==> src/rtl/ctrl_feed_sequencer.sv <==
// Feed sequencer: streams num_rows UB words into the diagonal skew stage,
// drains the skew pipe and pulses done; emits per-lane valids aligned with the skew.
// Ports: clk/rst (sync, active-high); start/base_addr/num_rows command;
//        busy/done status; ub_re/ub_addr UB read; feed_valid/feed_zero skew-input select;
//        lane_valid per-lane operand valid for the PE array.
module ctrl_feed_sequencer #(
  parameter int DATA_BW     = 8,
  parameter int MATRIX_SIZE = 8,
  parameter int ADDRESSSIZE = 8,
  parameter int LEN_BW      = 8
) (
  input  logic                   clk,
  input  logic                   rst,
  input  logic                   start,
  input  logic [ADDRESSSIZE-1:0] base_addr,
  input  logic [LEN_BW-1:0]      num_rows,
  output logic                   busy,
  output logic                   done,
  output logic                   ub_re,
  output logic [ADDRESSSIZE-1:0] ub_addr,
  output logic                   feed_valid,
  output logic                   feed_zero,
  output logic [MATRIX_SIZE-1:0] lane_valid
);

  if (DATA_BW < 1 || MATRIX_SIZE < 2) begin : g_param_chk
    $error("ctrl_feed_sequencer: DATA_BW >= 1 and MATRIX_SIZE >= 2 required");
  end

  localparam int SR_W = MATRIX_SIZE - 1;

  typedef enum logic [1:0] {
    S_IDLE  = 2'd0,
    S_FETCH = 2'd1,
    S_DRAIN = 2'd2,
    S_DONE  = 2'd3
  } state_e;

  state_e                 state_q, state_d;
  logic [ADDRESSSIZE-1:0] addr_q, addr_d;
  logic [LEN_BW-1:0]      cnt_q, cnt_d;
  logic [LEN_BW-1:0]      len_q, len_d;
  logic                   busy_q, busy_d;
  logic                   done_q, done_d;
  logic                   re_q, re_d;
  logic                   fv_q, fv_d;
  logic [SR_W-1:0]        sr_q, sr_d;
  logic [MATRIX_SIZE-1:0] lanes;
  logic                   drain_empty;

  // Lane M-1 takes feed_valid directly; lane i sits M-1-i flops deeper.
  assign lanes = {fv_q, sr_q};

  // Next cycle the shift register will be empty once lanes M-1..1 are clear.
  assign drain_empty = ((lanes >> 1) == '0);

  always_comb begin
    state_d = state_q;
    addr_d  = addr_q;
    cnt_d   = cnt_q;
    len_d   = len_q;
    unique case (state_q)
      S_IDLE, S_DONE: begin
        state_d = S_IDLE;
        if (start) begin
          addr_d  = base_addr;
          len_d   = num_rows;
          cnt_d   = '0;
          state_d = (num_rows != '0) ? S_FETCH : S_DONE;
        end
      end
      S_FETCH: begin
        if (cnt_q == len_q - LEN_BW'(1)) begin
          state_d = S_DRAIN;
        end else begin
          cnt_d  = cnt_q + LEN_BW'(1);
          addr_d = addr_q + ADDRESSSIZE'(1);
        end
      end
      S_DRAIN: begin
        if (drain_empty) state_d = S_DONE;
      end
      default: state_d = S_IDLE;
    endcase

    busy_d = (state_d == S_FETCH) || (state_d == S_DRAIN);
    done_d = (state_d == S_DONE);
    re_d   = (state_d == S_FETCH);
    fv_d   = re_q;
    sr_d   = SR_W'(lanes >> 1);
  end

  always_ff @(posedge clk) begin
    if (rst) begin
      state_q <= S_IDLE;
      addr_q  <= '0;
      cnt_q   <= '0;
      len_q   <= '0;
      busy_q  <= 1'b0;
      done_q  <= 1'b0;
      re_q    <= 1'b0;
      fv_q    <= 1'b0;
      sr_q    <= '0;
    end else begin
      state_q <= state_d;
      addr_q  <= addr_d;
      cnt_q   <= cnt_d;
      len_q   <= len_d;
      busy_q  <= busy_d;
      done_q  <= done_d;
      re_q    <= re_d;
      fv_q    <= fv_d;
      sr_q    <= sr_d;
    end
  end

  assign busy       = busy_q;
  assign done       = done_q;
  assign ub_re      = re_q;
  assign ub_addr    = addr_q;
  assign feed_valid = fv_q;
  assign feed_zero  = ~fv_q;
  assign lane_valid = lanes;

endmodule

==> config.mk <==
export PLATFORM = sky130hd
export DESIGN_NAME = ctrl_feed_sequencer
export DESIGN_NICKNAME = d
export VERILOG_FILES = /design/src/rtl/ctrl_feed_sequencer.sv
export SDC_FILE = /design/constraint.sdc
export NUM_CORES = 1
export LEC_CHECK = 0
export CORE_ASPECT_RATIO = 0.5
export CORE_MARGIN = 2
export CORE_UTILIZATION = 53
export CTS_BUF_LIST = sky130_fd_sc_hd__clkbuf_8
export DETAILED_ROUTE_END_ITERATION = 16
export PLACE_DENSITY = 0.91
export SLEW_MARGIN = 20
export SYNTH_ARGS = -nofsm -noshare
export SYNTH_HDL_FRONTEND = slang
export SYNTH_SLANG_ARGS = --single-unit
==> constraint.sdc <==
create_clock -name clk -period 3.1 [get_ports clk]
set_input_delay 0.31 -clock clk [delete_from_list [all_inputs] [get_ports clk]]
set_output_delay 0.31 -clock clk [all_outputs]
set_load 0.02 [all_outputs]
# Yosys cells after proc, flatten, opt, wreduce, memory -nomap -nowiden
# Index checks and enable logic that the tools add are counted.
# W data, S select, Z words.
dict set report op_classes {
  n_addsub 3
  eq_ne 9
  muxes 11
  bitwise 1
  n_reduce_logical 8
}
# cell n
set ops {}
lappend ops {{$mux W8} 4}
lappend ops {{$pmux W8 S2} 2}
lappend ops {{$add A8 B1 Y8 const B} 2}
lappend ops {{$eq A2 B2 Y1 const B} 4}
lappend ops {{$eq A8 B8 Y1} 1}
lappend ops {{$logic_not A8 Y1} 1}
lappend ops {{$mux W2} 4}
lappend ops {{$reduce_bool A8 Y1} 1}
lappend ops {{$sub A8 B1 Y8 const B} 1}
lappend ops {{$pmux W2 S3} 1}
lappend ops {{$eq A2 B1 Y1 const B} 2}
lappend ops {{$ne A2 B2 Y1 const B} 2}
lappend ops {{$reduce_and A3 Y1} 1}
lappend ops {{$logic_not A2 Y1} 1}
lappend ops {{$reduce_and A2 Y1} 1}
lappend ops {{$reduce_bool A2 Y1} 1}
lappend ops {{$reduce_or A2 Y1} 1}
lappend ops {{$logic_or A1 B1 Y1} 1}
lappend ops {{$not A1 Y1} 1}
dict set report word_totals {
  register_bits 37
  in_bits 19
  out_inout_bits 21
  word_cells 41
}

# Longest topological paths before layout
# Gate-level depths: netlist (run 1).
dict set report logic_depth {
  depth_word 6
  mapped_depth 11
  ltp_nobuf 11
}

# Worst setup path before layout (run 1)
# Ideal clock, no wire load.
dict set report synth_path {
  path_kind {register -> register}
  start {reg len_q[0]}
  end {reg busy_q (netlist: busy)}
  setup_ns 0.126
  t_arrival_ns 2.493
  required_time_ns 2.974
  path_slack_ns 0.480
  stages_incl_launch_ff 10
  n_path_buf 0
  synth_period_minus_slack_ns 2.620
  cell_sequence {dfxtp_1 > inv_1 > ha_1 > nor3b_1 > nand3_1 > a2111oi_0 > or3b_4 > a311o_1 > ha_1 > nor2_1}
}
dict set report synth_via {
  elab_chain_len 6
  word_cells_on_any_way 7
  cone_classes {add/sub (1); eq/ne (3); mux (2); reduce/logical (1)}
}
# element line_no
set synth_lines {}
lappend synth_lines {{start: declaration} 42} ;# logic [LEN_BW-1:0] len_q, len_d;
lappend synth_lines {{start signal: assignment} 108} ;# len_q <= len_d;
lappend synth_lines {{$sub A8 B1 Y8 *} 73} ;# if (cnt_q == len_q - LEN_BW'(1)) begin
lappend synth_lines {{$eq A8 B8 Y1 *} 73}
lappend synth_lines {{$mux W2 *} 73}
lappend synth_lines {{$pmux W2 S3 *} 62} ;# unique case (state_q)
lappend synth_lines {{via state_d[0]} 39} ;# state_e state_q, state_d;
lappend synth_lines {{$eq A2 B1 Y1 / $eq A2 B2 Y1 (equally long branches)} 86} ;# busy_d = (state_d == S_FETCH) || (state_d == S_DRAIN);
lappend synth_lines {{$logic_or A1 B1 Y1 *} 86}
lappend synth_lines {{end signal: assignment} 109} ;# busy_q <= busy_d;
lappend synth_lines {{end: declaration} 43} ;# logic busy_q, busy_d;
# Mark *: on every way through the listed nets, which the timed path passes. The rest lies on a longest branch.
# A chain may end at the register's enable or synchronous reset.

# Worst setup path in the final report (run 1)
# Ends and elaborated chain as after synthesis.

==> results of run 1 <==
-- power by group through the flow --
stage          Combinational [mW]  Clock, mW  Sequential, mW
2_1_floorplan               0.229          0           0.588
3_3_place_gp                0.365          0           0.567
3_5_place_dp                0.381          0           0.569
4_1_cts                     0.387      0.334           0.559
5_1_grt                     0.428      0.355           0.566
6_report                    0.390      0.336           0.561
-- kinds of logic (layout without fill, tap and decap cells) --
| kind of cell | Yosys count | in the layout | synth area share, % |
|---|---|---|---|
| AOI/OAI and AO/OA | 58 | 58 | 18.5 |
| xor gates and xnor gates | 7 | 7 | 3.19 |
| adders and majority gates | 7 | 7 | 4.55 |
| buffers and inverters | 23 | 60 | 5.53 |
| DFF | 37 | 37 | 38.5 |
| muxes | 4 | 4 | 2.21 |
| and+or+nand+nor | 99 | 99 | 27.5 |
-- registers in the layout, indices dropped and copies added, names as in the netlist --
signal,count
cnt_q,8
len_q,8
ub_addr,8
sr_q,7
state_q,2
busy,1
done,1
feed_valid,1
ub_re,1
-- worst register-to-register path: stages, from the launching register on --
cell and delay, ns:
sky130_fd_sc_hd__dfxtp_1 0.36, sky130_fd_sc_hd__inv_1 0.08, sky130_fd_sc_hd__ha_1 0.20, sky130_fd_sc_hd__nor3b_1 0.30
sky130_fd_sc_hd__nand3_1 0.11, sky130_fd_sc_hd__a2111oi_1 0.49, sky130_fd_sc_hd__or3b_4 0.46, sky130_fd_sc_hd__a311o_1 0.38
sky130_fd_sc_hd__ha_1 0.30, sky130_fd_sc_hd__nor2_1 0.10
-- path summary, 6_finish.rpt --
kind                 start  endpoint  cells past startpoint
setup / recovery  len_q[0]      busy                      9
hold / removal     sr_q[4]   sr_q[3]                      1
setup reg to reg  len_q[0]      busy                      9
hold reg to reg    sr_q[4]   sr_q[3]                      1
-- metal layers --
metal	vias up	routed length, um
met5	-	0
met2	55	2340
met1	842	2100
li1	903	-
met3	10	190
met4	0	84
-- cells in the final DEF, fill, tap and decap left out, drive strengths merged, types with 6 or more instances in the layout --
cell	n
a21oi	32
clkbuf	6
clkdlybuf4s50	39
dfxtp	37
ha	7
inv	11
nand2	28
nand2b	7
nand3	8
nor2	11
nor2b	11
nor3	8
o21ai	8
or3	7
-- cell type report --
| cell class | count | area, um2 |
|---|---|---|
| Timing Repair Buffer | 43 | 420 |
| Sequential cell | 37 | 741 |
| Tap cell | 51 | 63.8 |
| Clock inverter | 1 | 3.75 |
| Inverter | 10 | 37.5 |
| Clock buffer | 6 | 82.6 |
| Multi-Input combinational cell | 175 | 1080 |
| Fill cell | 263 | 1030 |
-- per-stage QoR --
stage,cell area [um2],hold slack [ns],std cells,worst slack (ns),power [mW]
5_1_grt,2430,0.499,323,0.0426,1.35
2_1_floorplan,1920,0.446,235,0.480,0.817
4_1_cts,2420,0.481,323,0.193,1.28
3_5_place_dp,2340,0.471,316,0.251,0.950
6_report,2430,0.481,323,0.272,1.29
3_3_place_gp,2340,0.468,316,0.370,0.932
==> results by stage, run 1 <==
Run status:
- The flow ran to the end, and the final reports show no timing, DRC or antenna violations.

Global route:
- The number of antenna violations at the first check in global routing is 0.
- The layer flagged by global routing as most heavily used is met2.
- Global routing finished with a remaining overflow of 0.
- The first global-routing pass estimated 7.73 mm of wire.
- Entering global routing, the biggest net connects 28 pins.
- The met1 track utilization from global routing is 28.8%.
- For met3 alone, demand over resource in global routing was 5.38%.
- The number of global-route vias before repair is 1,789.
- The overall global routing resource usage is approximately a quarter.
- For met2 alone, demand over resource in global routing was 43.7%.

Synth:
- By area the synthesized netlist is led by sky130_fd_sc_hd__dfxtp_1, sky130_fd_sc_hd__a21oi_1, sky130_fd_sc_hd__nand2_1, sky130_fd_sc_hd__ha_1, sky130_fd_sc_hd__nor2b_1.
- A synthesized cell averages 8.18 um2.
- For this run, the register share of the synthesized area comes to 38.5%.
- The number of enable-type register cells in the synthesized netlist is 0.
- The fraction of registers with async set or reset after synthesis is 0%.
- Of all cell types, the one taking the most synthesized area is sky130_fd_sc_hd__dfxtp_1.
- The synthesized design devotes to its leading area cell type 38.5% of total area.
- The commonest cells after synthesis are sky130_fd_sc_hd__dfxtp_1, sky130_fd_sc_hd__a21oi_1, sky130_fd_sc_hd__nand2_1, sky130_fd_sc_hd__nor2_1.
- The most used flip-flop cell after synthesis is sky130_fd_sc_hd__dfxtp_1.
- The leading cell type by number of instances after synthesis is sky130_fd_sc_hd__dfxtp_1.
- The total number of yosys warnings is 0.
- The post-synthesis net count is 261.
- After technology mapping, the gate count stands at between 200 and 250.
- The synthesized netlist contains 46 unique library cells.
- Counting flops and latches in the post-synthesis netlist gives 37.
- The mapped netlist covers around 1900 um2.

Clock tree:
- The CTS sink count is 37.
- The H-tree depth is 2.
- After clock tree synthesis, the flow added hold-fix buffers numbering 0.
- The later pin in the worst-skew pair is clocked with a latency of 0.29 ns.
- Clock tree synthesis inserted a total of 5 buffers.
- The clock-pin transition on the worst setup and hold timing paths is ~0.07 ns.
- The post-cts repair resize count is 0.
- Clock tree synthesis selected as its root buffer the cell sky130_fd_sc_hd__clkbuf_8.
- The clock passes through at most 2 buffers.
- The clock tree from TritonCTS is done.
- In this run the post-CTS setup repair buffer count came out at 0.

Setup path:
- STA classifies the critical path startpoint as a register.
- The maximum cell stage delay along the critical path is 0.49 ns.
- The worst setup path is captured at a register.
- The startpoint-to-endpoint class of the critical path is reg -> reg.
- The setup slack on the worst flop-to-flop path is 0.27 ns.
- The slowest stage of the critical path is the sky130_fd_sc_hd__a2111oi_1 cell.
- The gate family responsible for the most delay along the worst path is simple AND/OR/NAND/NOR gates.
- The cell repeated most along the worst path is sky130_fd_sc_hd__ha_1.
- The signal on the critical path passes through inv_1, ha_1, nor3b_1, nand3_1, a2111oi_1, or3b_4, a311o_1, ha_1, nor2_1.
- STA puts the critical path data required time at ~3.3 ns.
- Together, buffers and inverters on the worst path number 1.
- The highest net fanout along the worst path is 5.
- The critical path data arrival time is 3.06 ns.

Die:
- The height of the die is approximately 47 um.
- 40 I/O pins were placed.
- Once the floorplan was initialized, standard cells occupied 55.7% of the core.
- The core region is 3450 um2.
- The standard-cell row count is 15.
- The horizontal die dimension is 89.2 um.
- The full die area is around 4200 um2.

Placement:
- The final weighted congestion in routability-driven placement is approximately 0.94.
- The total half-perimeter wirelength after legalization and detailed placement is about 3.3 mm.
- The number of I/O port buffers is 39.

Pwr:
- Registers are responsible for a little over two fifths of the overall power.
- The internal portion of total power is 868 uW.
- The clock network accounts for 26.1% of the total power.
- The net switching fraction of the power is about a third.
- In this run the power density over the cells is 531 nW/um2.
- The share of total power in combinational logic is 30.3%.
- The analysis attributes to net switching a power of 420 uW.
- The worst voltage drop across the vdd grid is 0.318 mV.
- Summed over all cells, the static leakage comes to 0.859 nW.

Routing:
- After the first detailed-routing iteration, the DRC count stood at 83.
- The average vias per placed instance is 5.60.
- For this block, the routed nets add up to 4.71 mm of wire.
- The routed layout has 1,810 vias.
- The DRC violation count after routing is 0.
- The first TritonRoute pass finished after 4 iterations.
- The number of nets with antenna violations after detailed routing is 0.
- After detailed routing, the average wire length per cell comes to 14.6 um.

STA:
- In the final timing run, aggregate negative setup slack is 0 ns.
- The smallest clock period supported by the final layout is computed as between 2 and 3 ns.
- The largest clock skew in the final design is around 0.0036 ns.
- The final number of max-transition violations is 0.
- The top achievable clock speed is 354 MHz.
- At the pin with the least slew margin, the transition time is 0.730 ns.
- Setup violations remaining at the end of the flow were counted as 0.
- The period utilization is 91.2%.
- The number of hold-slack violations in the final timing report was 0.
- The worst pin sits at a relative slew slack of 51.2%.
- Setup repair after global routing left no endpoint under its margin.

Layout:
- The final net count is 298.
- Of the cells placed in the final design, the portion with a size suffix greater than 1 is under 10%.
- Cells fill 70.3% of the core in the end.
- The layout-stage area growth over the synthesis result is 26.2%.
- 0 antenna diodes ended up in the layout.

Job:
- The count of maximum capacitance violations is 0.

Hold path:
- The path type of the worst min-delay path is reg -> reg.
No activity file was read; power rests on OpenSTA's default activity.
==> run 2, diff against run 1 <==
--- a/config.mk
+++ b/config.mk
@@ -5,6 +5,7 @@
 export SDC_FILE = /design/constraint.sdc
 export NUM_CORES = 1
 export LEC_CHECK = 0
+export ABC_CLOCK_PERIOD_IN_PS = 3100
 export CORE_ASPECT_RATIO = 0.5
 export CORE_MARGIN = 2
 export CORE_UTILIZATION = 53
==> results of run 2 <==
The final DEF is identical to that of run 1; final timing and power are the same.
==> RTL change: new RTL, flow settings as in run 2 <==
Set the parameter `MATRIX_SIZE` to 16 (it was 8).
--- a/src/rtl/ctrl_feed_sequencer.sv
+++ b/src/rtl/ctrl_feed_sequencer.sv
@@ -6,5 +6,5 @@
 module ctrl_feed_sequencer #(
   parameter int DATA_BW     = 8,
-  parameter int MATRIX_SIZE = 8,
+  parameter int MATRIX_SIZE = 16,
   parameter int ADDRESSSIZE = 8,
   parameter int LEN_BW      = 8
Interface: changed (resized lane_valid); port bits go from 40 to 48. The function was not compared with the original's and may differ.
==> RTL change against run 2 <==
  * Routed wire length grew 14%
  * Cell area grew 14%
  * Fmax increased by 0.83%
  * Setup slack better by 0.023 ns
  * Sequential cell count rose by 8
  * First-iteration DRC count grew to 2.6 times the old value
  * Critical endpoint is now done
  * Power shrank 8.3%
  * Largest cell class unchanged
  * Area after synthesis up 13%
  * Final cell count up 10%
  * Critical path type unchanged
==> RTL change: results (changes against run 2) <==
- Iteration-0 DRC Markers: 213 (was 83)
- Synth top cells by count: 45 x dfxtp_1, 29 x nand2_1, 24 x a21oi_1 (was 37 x dfxtp_1, 31 x a21oi_1, 28 x nand2_1)
- Skew final: 0.00344 ns (was 0.00357 ns)
- First-pass DRT Iterations: 5 (was 4)
- Global placer's final weighted congestion: 0.829 (was 0.939)
- Max VDD drop: 0.363 mV (was 0.318 mV)
- Pre-CTS setup slack: 0.398 ns (was 0.251 ns)
- WL met1: 2470 um (was 2100 um)
- Status: finished clean (unchanged)
- FF-to-FF setup slack: 0.30 ns (was 0.27 ns)
- Nets: 328 (was 298)
- RR Startpoint: len_q[1] (was len_q[0])
- Syn nets: 283 (was 261)
- Placed cell areas: 0.00269 mm^2 (was 0.00234 mm^2)
- CP max-delay cell: nor3b_1 (was a2111oi_1)
- R2R Path End: done (was busy)
- Hold path start: ub_re (was sr_q[4])
- Static Leak: 0.988 nW (was 0.859 nW)
- Met3 routed WL: 278 um (was 190 um)
- Share of layout cells above drive strength 1: 7.28% (was 7.72%)
- Hold endpoint: feed_valid (was sr_q[3])
- Tightest Pin Transition: 0.705 ns (was 0.730 ns)
- Post-DP HPWL: 3900 um (was 3320 um)
- First-pass GRT wire length: 9050 um (was 7730 um)
- Largest net degree at the start of global routing: 24 (was 28)
- Routed Wire Length: 5390 um (was 4710 um)
- Fin Hold WS: 0.468 ns (was 0.481 ns)
- Worst endpoint data arrival time: 2.96 ns (was 3.06 ns)
- Largest cells by area after synthesis: dfxtp_1 41%, a21oi_1 5.5%, nor2b_1 5.5% (was dfxtp_1 39%, a21oi_1 8.1%, nand2_1 5.5%)
- I/O Buffers: 47 (was 39)
- Crit path max fanout: 4 (was 5)
- Fillers: 299 (was 263)
- CTS H-tree depth: 2 (unchanged)
[RTL change: cell count changes after synthesis, moves of 3 or more]
cell	before	now
a211oi_1	0	3
a21oi_1	31	24
a31o_2	0	4
dfxtp_1	37	45
nand2b_1	7	0
nand3_1	8	12
nor2b_1	10	19
nor3_1	8	2
nor4_1	3	6
o21ai_0	8	19
o32ai_1	5	2
or3_1	7	4
[RTL change: worst register-to-register path, cell delays in order, from the launching register on]
cell and delay (ns):
dfxtp_1 0.35, inv_1 0.08, ha_1 0.17, nor3b_1 0.48, a2bb2oi_1 0.15, nor3b_1 0.48, o211ai_1 0.27, a41o_1 0.35
ha_1 0.21, nor2b_1 0.13
[RTL change: area by class of cell]
cell class / count / area (um^2) / area share [%]
clock buffer: 6 / 82.6 / 2.98
clock inverter: 1 / 3.75 / 0.135
inverter: 10 / 37.5 / 1.35
multi-input combinational: 189 / 1180 / 42.6
sequential: 45 / 901 / 32.5
tap: 54 / 67.6 / 2.43
timing repair buffer: 51 / 500 / 18.0
[RTL change: power breakdown]
part | switching, mW | internal, mW | leakage [nW]
clock | 0.187 | 0.174 | 0.0485
sequential | 0.0250 | 0.598 | 0.367
combinational | 0.104 | 0.0948 | 0.573
[RTL change: layer usage]
layer	vias to the layer above	track usage (%)
met5	-	0
met4	0	8.45
met3	8	4.95
met2	66	41.0
met1	951	32.6
li1	1015	-
[RTL change: kinds of logic after synthesis]
family	Yosys count	synth area share [%]
muxes	2	0.977
adders and majority gates	7	4.02
buffers and inverters	23	4.31
DFF	45	41.4
and+or+nand+nor	100	24.3
xor gates and xnor gates	7	3.51
AOI/OAI and AO/OA	73	21.6
[RTL change: metrics by stage]
step                utilization (%)  std cells
finish                         70.7        356
global route                   70.7        356
CTS                            70.7        356
detailed placement             68.5        349
global placement               68.5        349
floorplan                         -        257
[RTL change: worst max path at each step]
stage / start / to / slack [ns] / cells past startpoint
3_3_place_gp: len_q[0] / done / 0.48 / 8
3_5_place_dp: len_q[0] / done / 0.40 / 8
5_1_grt: len_q[0] / busy / 0.15 / 9
6_report: len_q[1] / done / 0.30 / 9
4_1_cts: len_q[0] / done / 0.38 / 8
2_1_floorplan: len_q[0] / done / 0.40 / 9
